$ cat config.mk
export PLATFORM = sky130hd
export DESIGN_NAME = seq_divider_unit
export DESIGN_NICKNAME = d
export VERILOG_FILES = /design/src/rtl/seq_divider_unit.sv
export SDC_FILE = /design/constraint.sdc
export NUM_CORES = 1
export LEC_CHECK = 0
export CAP_MARGIN = 20
export CORE_MARGIN = 5
export CORE_UTILIZATION = 55
export CTS_CLUSTER_SIZE = 16
export DETAILED_ROUTE_END_ITERATION = 8
export DONT_BUFFER_PORTS = 1
export PLACE_DENSITY = 0.7
export SETUP_SLACK_MARGIN = 0.02
export SYNTH_ARGS = -nofsm -noshare
export SYNTH_HDL_FRONTEND = slang
export SYNTH_SLANG_ARGS = --single-unit
export TNS_END_PERCENT = 20
$ cat constraint.sdc
create_clock -name clk -period 2.86 [get_ports clk]
set_clock_uncertainty 0.15 [all_clocks]
set_input_delay 0.286 -clock clk [delete_from_list [all_inputs] [get_ports clk]]
set_output_delay 0.286 -clock clk [all_outputs]
set_load 0.005 [all_outputs]
$ cat src/rtl/seq_divider_unit.sv
// Radix-2 restoring integer divider: WORD_WIDTH-bit quotient/remainder, optional
// two's-complement mode, divide-by-zero flag. One operation in flight at a time.
// Latency: accept edge T -> out_valid after edge T+WORD_WIDTH+1 (T+1 for a zero divisor).
// Backpressure: in_ready only in IDLE; result held in OUTPUT until out_ready.
// Ports: clk/reset_n (async active-low), in_valid/in_ready + signed_mode/left_op/right_op
// operand side, out_valid/out_ready + quot/mod/div_by_zero result side, busy = not IDLE.
module seq_divider_unit #(
  parameter int WORD_WIDTH = 8,
  parameter bit SIGNED_EN  = 1'b1
) (
  input  logic                  clk,
  input  logic                  reset_n,
  input  logic                  in_valid,
  output logic                  in_ready,
  input  logic                  signed_mode,
  input  logic [WORD_WIDTH-1:0] left_op,
  input  logic [WORD_WIDTH-1:0] right_op,
  output logic                  out_valid,
  input  logic                  out_ready,
  output logic [WORD_WIDTH-1:0] quot,
  output logic [WORD_WIDTH-1:0] mod,
  output logic                  div_by_zero,
  output logic                  busy
);

  localparam int W  = WORD_WIDTH;
  localparam int CW = $clog2(WORD_WIDTH);

  typedef enum logic [1:0] {IDLE, CALC, FIXUP, OUTPUT} state_t;

  state_t        state_q;
  logic [W:0]    rem_q;        // partial remainder
  logic [W-1:0]  dvd_q;        // dividend bits shift out of the top, quotient bits shift in
  logic [W-1:0]  dvs_q;        // divisor magnitude
  logic [CW-1:0] cnt_q;
  logic          negq_q;       // operand signs differ
  logic          negr_q;       // dividend negative
  logic          dbz_pend_q;   // zero divisor: skip CALC, FIXUP writes the fixed result
  logic [W-1:0]  quot_q;
  logic [W-1:0]  mod_q;
  logic          out_valid_q;
  logic          dbz_q;

  // Operand preparation at accept
  logic          mode_eff;
  logic          l_neg;
  logic          r_neg;
  logic [W-1:0]  l_mag;
  logic [W-1:0]  r_mag;

  // One restoring step
  logic [W+1:0]  rem_wide;
  logic [W:0]    rem_diff;
  logic          qbit;
  logic [W:0]    rem_d;
  logic [W-1:0]  dvd_d;

  always_comb begin
    mode_eff = signed_mode & SIGNED_EN;
    l_neg    = mode_eff & left_op[W-1];
    r_neg    = mode_eff & right_op[W-1];
    l_mag    = l_neg ? -left_op  : left_op;
    r_mag    = r_neg ? -right_op : right_op;

    rem_wide = {rem_q, dvd_q[W-1]};
    qbit     = (rem_wide >= {2'b00, dvs_q});
    rem_diff = rem_wide[W:0] - {1'b0, dvs_q};
    rem_d    = qbit ? rem_diff : rem_wide[W:0];
    dvd_d    = {dvd_q[W-2:0], qbit};
  end

  always_ff @(posedge clk or negedge reset_n) begin
    if (!reset_n) begin
      state_q     <= IDLE;
      rem_q       <= '0;
      dvd_q       <= '0;
      dvs_q       <= '0;
      cnt_q       <= '0;
      negq_q      <= 1'b0;
      negr_q      <= 1'b0;
      dbz_pend_q  <= 1'b0;
      quot_q      <= '0;
      mod_q       <= '0;
      out_valid_q <= 1'b0;
      dbz_q       <= 1'b0;
    end else begin
      case (state_q)
        IDLE: begin
          if (in_valid) begin
            dvs_q  <= r_mag;
            rem_q  <= '0;
            cnt_q  <= '0;
            negq_q <= l_neg ^ r_neg;
            negr_q <= l_neg;
            if (right_op == '0) begin
              // Keep the raw dividend: it is returned unmodified as the remainder.
              dvd_q      <= left_op;
              dbz_pend_q <= 1'b1;
              state_q    <= FIXUP;
            end else begin
              dvd_q      <= l_mag;
              dbz_pend_q <= 1'b0;
              state_q    <= CALC;
            end
          end
        end
        CALC: begin
          rem_q <= rem_d;
          dvd_q <= dvd_d;
          cnt_q <= cnt_q + CW'(1);
          if (cnt_q == CW'(W - 1)) state_q <= FIXUP;
        end
        FIXUP: begin
          if (dbz_pend_q) begin
            quot_q <= '1;
            mod_q  <= dvd_q;
            dbz_q  <= 1'b1;
          end else begin
            // Truncating division: remainder follows the dividend's sign.
            // MIN / -1 wraps back to MIN through the unsigned magnitude.
            quot_q <= negq_q ? -dvd_q : dvd_q;
            mod_q  <= negr_q ? -rem_q[W-1:0] : rem_q[W-1:0];
          end
          out_valid_q <= 1'b1;
          state_q     <= OUTPUT;
        end
        OUTPUT: begin
          if (out_ready) begin
            out_valid_q <= 1'b0;
            dbz_q       <= 1'b0;
            state_q     <= IDLE;
          end
        end
        default: state_q <= IDLE;
      endcase
    end
  end

  assign in_ready    = (state_q == IDLE);
  assign busy        = (state_q != IDLE);
  assign out_valid   = out_valid_q;
  assign quot        = quot_q;
  assign mod         = mod_q;
  assign div_by_zero = dbz_q;

endmodule

-- Word level (Yosys, flattened, before mapping)
Cells that the tools add are included.
- output and inout port bits: 20
- input port bits: 21
- flip-flop bits (word level): 51
- muxes and demuxes: 24
- bitwise operators: 3
- $lt $le $gt $ge: 1
- eq/ne operators: 8
- reduce and logical (&&, ||, !) cells: 10
- add/subtract/negate cells: 6
- operators with widths (operator ; count):
    8-bit two-way mux ; 8
    8-bit negation ; 4
    9-bit two-way mux ; 2
    9-bit one-hot mux with 2 select lines ; 1
    8-bit one-hot mux with 2 select lines ; 1
    10-bit by 8-bit >= comparator with 1-bit output ; 1
    9-bit by 8-bit subtractor with 9-bit output ; 1
    8-bit zero test ; 1
    2-bit two-way mux ; 4
    2-bit != test (second input constant) ; 4
    2-bit one-hot mux with 4 select lines ; 1
    3-bit one-hot mux with 2 select lines ; 1
    2-bit AND reduction ; 3
    3-bit AND reduction ; 2
    2-bit nonzero test ; 3
    2-bit == test (second input constant) ; 2
    1-bit one-hot mux with 2 select lines ; 2
    3-bit by 1-bit adder with 3-bit output (second input constant) ; 1
    3-bit == test (second input constant) ; 1
    1-bit two-way mux ; 3
    3-bit two-way mux ; 1
    1-bit bitwise AND ; 2
    2-bit by 1-bit == test with 1-bit output (second input constant) ; 1
    2-bit zero test ; 1
    1-bit XOR ; 1

-- Depth between registers and ports, before layout
Gate-level depths: netlist (run 1).
- depth in word-level cells: 5
- depth in mapped cells: 11
- depth with buffers taken out: 10

-- Least setup slack after synthesis (run 1)
OpenSTA, ideal clock, no wires.
- path kind: reg2reg
- start point: register dvd_q[7]
- end point: register rem_q[1]
- setup time: 0.128 ns
- setup slack: 0.352 ns
- arrival: 2.230 ns
- buffers on the path: 1
- stages on the path, launching flop included: 12
- cells stage by stage: dfrtp_1 > inv_1 > ha_1 > inv_1 > fa_1 > a21o_1 > a21oi_1 > a21oi_1 > nor3_4 > buf_6 > mux2i_1 > o21ai_1
- cells in the longest elaborated chain, start to end: 3
- elaborated cells on any way between the ends: 4
- ends and longest elaborated chain (what ; line ; RTL):
    start, declared ; 33 ; logic [W-1:0] dvd_q;
    start signal, assigned ; 97 ; dvd_q <= left_op;
    start signal, assigned ; 101 ; dvd_q <= l_mag;
    start signal, assigned ; 109 ; dvd_q <= dvd_d;
    9-bit by 8-bit subtractor with 9-bit output or 10-bit by 8-bit >= comparator with 1-bit output (tied branches) ; 67, 66 ;
    9-bit two-way mux (*) ; 68 ; rem_d = qbit ? rem_diff : rem_wide[W:0];
    9-bit one-hot mux with 2 select lines (*) ; 87 ; case (state_q)
    end signal, assigned ; 108 ; rem_q <= rem_d;
    end, declared ; 32 ; logic [W:0] rem_q;
Mark *: on every way between the ends. The rest lies on a longest branch, timed or not.
A chain may end at the register's enable or synchronous reset.

-- Worst setup path in the final report (run 1)
- start point: register dvd_q[7]
- end point: register rem_q[2]
Same word-level chain as after synthesis.

==> results.py, run 1 <==
metrics = {
    "final_layout": {
        "n_antenna_cell": 0,
        "n_fill_cell": 484,
        "fin_nets": 410,
        "syn_to_final_growth_pct": 9.95,
        "final_layout_size_suffix_gt1_frac": 0.0809,
        "final_core_util": 0.632,
    },
    "grt": {
        "grt_overflow": 0,
        "grt_pass1_vias": 2430,
        "antenna_found_initial": 0,
        "grt_max_degree": 52,
        "grtUsageTotal": 0.202,
        "grt_pass1_wl_um": 11900,
    },
    "sta": {
        "slew_viol_final": 0,
        "fin_ws_ps": 303,
        "holdWs_ps": 16.0,
        "fin_crit_sh": 0.894,
        "worstMarginPinSlew_ps": 674,
        "fin_tns_setup_ps": 0,
        "setup_viol": 0,
        "max_clock_freq_ghz": 0.391,
        "hold_viol": 0,
        "max-slew-margin-rel": 0.551,
        "rsz0062_at_grt": "false",
        "finalCriticalPeriod_ps": 2560,
    },
    "die": {
        "fp.dieW_um": 86.3,
        "start_util": 0.575,
        "die_area_mm2": 0.00746,
        "fp.dieH_um": 86.3,
        "design.core.area_mm2": 0.00557,
        "rows": 27,
        "ios": 41,
    },
    "synthesis": {
        "syn_area_mm2": 0.00321,
        "synth-seq-area-share": 0.398,
        "yosys.cell_types.count": 48,
        "synthArstFlopShare": 1.00,
        "ys_warn_count": 0,
        "syn_inst": 362,
        "syn_nets": 402,
        "syn_avg_cell_area_um2": 8.86,
        "synth_edf_count": 0,
        "ys_ff_latch": 51,
        "synthFlopType": "dfrtp_1",
    },
    "clock_network": {
        "root_buffer": "clkbuf_8",
        "clock-sinks": 51,
        "clk_pin_slew_ps": 100,
        "cts_resized": 0,
        "clk_path_buf_depth": 2,
        "htree_levels": 2,
        "cts_tree": "built",
        "cts_buffers": 5,
        "clkLatencyLatePin_ps": 310,
    },
    "critical_path": {
        "crit_slowest_cell": "fa_1",
        "crit_type": "reg2reg",
        "worst-path-max-fanout": 5,
        "path_cells": "inv_1, ha_1, inv_1, fa_1, a21o_1, a21oi_1, a21oi_1, nor3_4, buf_4, mux2i_1, o21ai_1",
        "max_stage_delay_ps": 420,
        "worst_setup_path_start_kind": "flop",
        "arrival_ps": 2600,
        "cp-end-kind": "flop",
        "required_ps": 2900,
    },
    "placement": {
        "pre_cts_ws_ps": 220,
        "place.gp.congestion": 0.847,
        "placement.io_buffers": 0,
        "hpwl_um": 5340,
    },
    "pwr": {
        "irDropWorstVdd_mv": 0.575,
        "finalPower_mw": 4.28,
        "power_density_mw_per_mm2": 1210,
        "power.leakage_nw": 1.56,
    },
    "route": {
        "vias": 2535,
        "drt_iter0_drc": 115,
        "postRouteAntennaNets": 0,
        "routed_via_density": 5.72,
        "drt_pre_antenna_iters": 4,
        "wire_per_inst_um": 16.1,
        "wl_um": 7140,
        "route.detailed.drc": 0,
    },
    "hold_path": {
        "hold_path.class": "in2reg",
    },
    "status": {
        "status": "finished, final reports clean",
    },
    "flow_run": {
        "drv_cap": 0,
    },
}
timing repair:
action	in CTS	in global routing
hold buffers	6	0
setup endpoints to repair	0	3
setup buffers	0	2
hold endpoints to repair	55	0
cells in the final DEF, fill, tap and decap left out, drive strengths merged, types with 4 or more instances in the layout:
cell type    count
nand3            4
nand2           51
dlygate4sd3      5
ha              18
nor2            33
mux2i           11
dfrtp           51
o21ai           35
o221ai           4
a31oi           10
o31ai            8
buf             11
xor2            13
clkbuf           5
a21oi           15
mux2             5
inv             25
xnor2           16
nor3             7
a211oi           4
where the power goes:
part           internal [mW]  total, mW  switching [mW]
clock network          0.355      0.613           0.258
registers               1.04       1.37           0.332
logic                   1.06       2.29            1.23
total                   2.45       4.28            1.83
final timing paths:
| kind | startpoint | end | slack [ps] | cells past startpoint |
|---|---|---|---|---|
| worst max register to register | dvd_q[7]$_DFFE_PN0P_ | rem_q[2]$_DFFE_PN0P_ | 300 | 11 |
| worst min-delay path | right_op[5] | dvs_q[5]$_DFFE_PN0P_ | 20 | 2 |
| max in group asynchronous | reset_n | dvs_q[0]$_DFFE_PN0P_ | 2000 | 2 |
| worst max-delay path | dvd_q[7]$_DFFE_PN0P_ | rem_q[2]$_DFFE_PN0P_ | 300 | 11 |
| worst min register to register | dvs_q[1]$_DFFE_PN0P_ | dvs_q[1]$_DFFE_PN0P_ | 340 | 2 |
| min in group asynchronous | reset_n | mod[1]$_DFFE_PN0P_ | 330 | 2 |
layout make-up:
type,instances,area (µm²),area share
clock buffers,5,68.8,0.0195
clock inverters,3,71.3,0.0202
inverters,25,93.8,0.0266
multi-input cells,271,1770,0.503
flip-flops and latches,51,1280,0.362
well taps,72,90.1,0.0256
repair buffers,16,153,0.0433
per-layer routing:
layer	global-route usage	vias to the layer above	part of all wire
met5	0	-	0
met4	0.0581	0	0.011
met3	0.0665	5	0.064
met2	0.314	54	0.45
met1	0.270	1202	0.47
li1	-	1274	-
flip-flops by register name, summed over array words and instances (netlist names):
name	cells
cnt_q	3
dbz_pend_q	1
div_by_zero	1
dvd_q	8
dvs_q	8
mod	8
negq_q	1
negr_q	1
out_valid	1
quot	8
rem_q	9
state_q	2
stage by stage:
stage	instance area, µm²	instances
floorplan	3210	362
finish	3520	443
global route	3520	443
detailed placement	3290	427
CTS	3510	441
global placement	3290	427
logic make-up after synthesis:
family / Yosys count / share of synthesized area
buf+inv: 40 / 0.0492
compound gates: 97 / 0.190
simple gates: 110 / 0.155
fa+ha+maj: 19 / 0.0765
flops: 51 / 0.398
xor+xnor: 29 / 0.0792
mux: 16 / 0.0519
synth_stat cells (4+ instances only):
master	instances	area (µm²)
o21ai_0	30	150
nor2_1	33	124
nand2_1	51	191
xnor2_1	16	140
a21oi_1	15	75.1
mux2i_1	11	110
xor2_1	13	114
o21ai_1	5	25.0
o31ai_1	8	60.1
o221ai_1	4	35.0
mux2_2	5	56.3
inv_1	24	90.1
a31oi_1	10	62.6
clkbuf_1	13	48.8
ha_1	18	225
nor3_1	6	30.0
dfrtp_1	51	1280
critical path: cells and delay by family, from the launching register on:
family                     cells  cell delay (ps)
buffers and inverters          3              320
AOI/OAI and AO/OA              4              570
adders and majority gates      2              590
and+or+nand+nor                1              220
muxes                          1              210
DFF                            1              380
(Power assumes the default switching activity.)
==> run 2, diff against run 1 <==
--- a/config.mk
+++ b/config.mk
@@ -11,6 +11,7 @@
 export CTS_CLUSTER_SIZE = 16
 export DETAILED_ROUTE_END_ITERATION = 8
 export DONT_BUFFER_PORTS = 1
+export HOLD_SLACK_MARGIN = 0.1
 export PLACE_DENSITY = 0.7
 export SETUP_SLACK_MARGIN = 0.02
 export SYNTH_ARGS = -nofsm -noshare
==> run 2 against run 1 <==
  * Global-route usage up 1.2 points
  * Critical path type unchanged
  * Clock power barely moved
  * Largest cell class unchanged
  * First-iteration DRC count is 10% lower
  * Hold slack better by 97 ps
  * Die area stayed put
  * Routed wire length increased by 5.8%
  * Non-clock buffer count is 16 higher
  * Register-to-register slack about the same
==> results.py, run 2 (synthesis results as in run 1) <==
metrics = {
    "critical_path": {
        "max_stage_delay_ps": 420,
        "arrival_ps": 2600,
        "crit_type": "reg2reg",
        "path_cells": "inv_1, ha_1, inv_1, fa_1, a21o_1, a21oi_1, a21oi_1, nor3_4, buf_4, mux2i_1, o21ai_1",
        "cp-end-kind": "flop",
        "crit_slowest_cell": "fa_1",
        "cp_num_buf_inv": 3,
        "required_ps": 2900,
        "worst-path-max-fanout": 5,
        "worst_setup_path_start_kind": "flop",
        "crit_family": "adder cells",
    },
    "sta": {
        "holdWs_ps": 113,
        "finalCriticalPeriod_ps": 2560,
        "worstMarginPinSlew_ps": 677,
        "rsz0062_at_grt": "false",
        "slew_viol_final": 0,
        "setup_viol": 0,
        "hold_viol": 0,
        "max_clock_freq_ghz": 0.391,
        "fin_crit_sh": 0.894,
        "fin_tns_setup_ps": 0,
        "max-slew-margin-rel": 0.548,
    },
    "grt": {
        "antenna_found_initial": 0,
        "grt_max_degree": 52,
        "grt_pass1_vias": 2586,
        "grtUsageTotal": 0.214,
        "grt_pass1_wl_um": 12700,
        "grt_overflow": 0,
    },
    "route": {
        "wire_per_inst_um": 16.5,
        "wl_um": 7550,
        "route.detailed.drc": 0,
        "postRouteAntennaNets": 0,
        "drt_iter0_drc": 103,
        "routed_via_density": 5.75,
        "drt_pre_antenna_iters": 4,
        "vias": 2641,
    },
    "status": {
        "status": "finished, final reports clean",
    },
    "pwr": {
        "irDropWorstVdd_mv": 0.526,
        "power.leakage_nw": 1.63,
        "power_density_mw_per_mm2": 1170,
    },
    "placement": {
        "postPlaceCellArea_mm2": 0.00329,
        "place.gp.congestion": 0.847,
        "hpwl_um": 5340,
        "placement.io_buffers": 0,
    },
    "die": {
        "die_area_mm2": 0.00746,
        "start_util": 0.575,
        "fp.dieW_um": 86.3,
        "ios": 41,
        "fp.dieH_um": 86.3,
        "rows": 27,
        "design.core.area_mm2": 0.00557,
    },
    "final_layout": {
        "multi_input_area_mm2": 0.00177,
        "n_fill_cell": 464,
        "largest_reg_flops": 9,
        "regMostFlops": "rem_q",
        "mostFrequentLayoutCells": "nand2_1, dfrtp_1, nor2_1",
        "final_layout_size_suffix_gt1_frac": 0.0775,
        "n_antenna_cell": 0,
        "seq_area_mm2": 0.00128,
        "design_area_mm2": 0.00368,
        "fin_nets": 426,
        "syn_to_final_growth_pct": 14.9,
    },
    "clock_network": {
        "cts_tree": "built",
        "clk_pin_slew_ps": 100,
        "htree_levels": 2,
        "cts_buffers": 5,
        "clock-sinks": 51,
        "clkLatencyLatePin_ps": 310,
        "clk_path_buf_depth": 2,
        "root_buffer": "clkbuf_8",
    },
    "hold_path": {
        "hold_path.class": "in2reg",
    },
    "flow_run": {
        "drv_cap": 0,
    },
}
[run 2: final timing paths]
check	startpoint	depth (start not counted)	slack (ps)	endpoint
max in group asynchronous	reset_n	2	2000	dvs_q[0]$_DFFE_PN0P_
min in group asynchronous	reset_n	2	340	mod[1]$_DFFE_PN0P_
setup / recovery	dvd_q[7]$_DFFE_PN0P_	11	300	rem_q[2]$_DFFE_PN0P_
hold / removal	right_op[7]	3	110	dvs_q[4]$_DFFE_PN0P_
hold reg to reg	dvs_q[1]$_DFFE_PN0P_	2	340	dvs_q[1]$_DFFE_PN0P_
setup reg to reg	dvd_q[7]$_DFFE_PN0P_	11	300	rem_q[2]$_DFFE_PN0P_
[run 2: report_power, final]
group / leakage, nW / internal [mW] / switching [mW]
sequential: 0.632 / 1.04 / 0.333
combinational: 0.926 / 1.07 / 1.25
clock: 0.0703 / 0.355 / 0.260
total: 1.63 / 2.47 / 1.84
[run 2: area by class of cell]
type	count	share of cell area
clock inverter	3	0.0194
clock buffer	5	0.0187
multi-input combinational	271	0.481
inverter	25	0.0255
timing repair buffer	32	0.0849
sequential	51	0.346
tap	72	0.0244
[run 2: through the flow]
step | instances | utilization | power (mW) | setup slack [ps]
2_1_floorplan | 362 | - | 3.10 | 352
3_3_place_gp | 427 | 0.591 | 3.55 | 312
3_5_place_dp | 427 | 0.591 | 3.61 | 220
4_1_cts | 457 | 0.658 | 4.27 | 195
5_1_grt | 459 | 0.661 | 4.70 | 106
6_report | 459 | 0.661 | 4.31 | 304
[run 2: worst min-delay path, stage by stage]
cell and delay (ps):
nand3_1 70, xor2_1 60, o21ai_0 120
[run 2: per-layer routing]
layer / wire, µm / vias to the layer above / global-route usage
li1: - / 1309 / -
met1: 3510 / 1252 / 0.285
met2: 3520 / 75 / 0.345
met3: 443 / 5 / 0.0561
met4: 78 / 0 / 0.0609
met5: 0 / - / 0
[run 2: repair_timing]
action / 4_1_cts / 5_1_grt
setup endpoints to repair: 0 / 3
resized for setup: 0 / 0
buffers inserted: 0 / 2
hold buffers: 22 / 0
hold endpoints to repair: 70 / 0
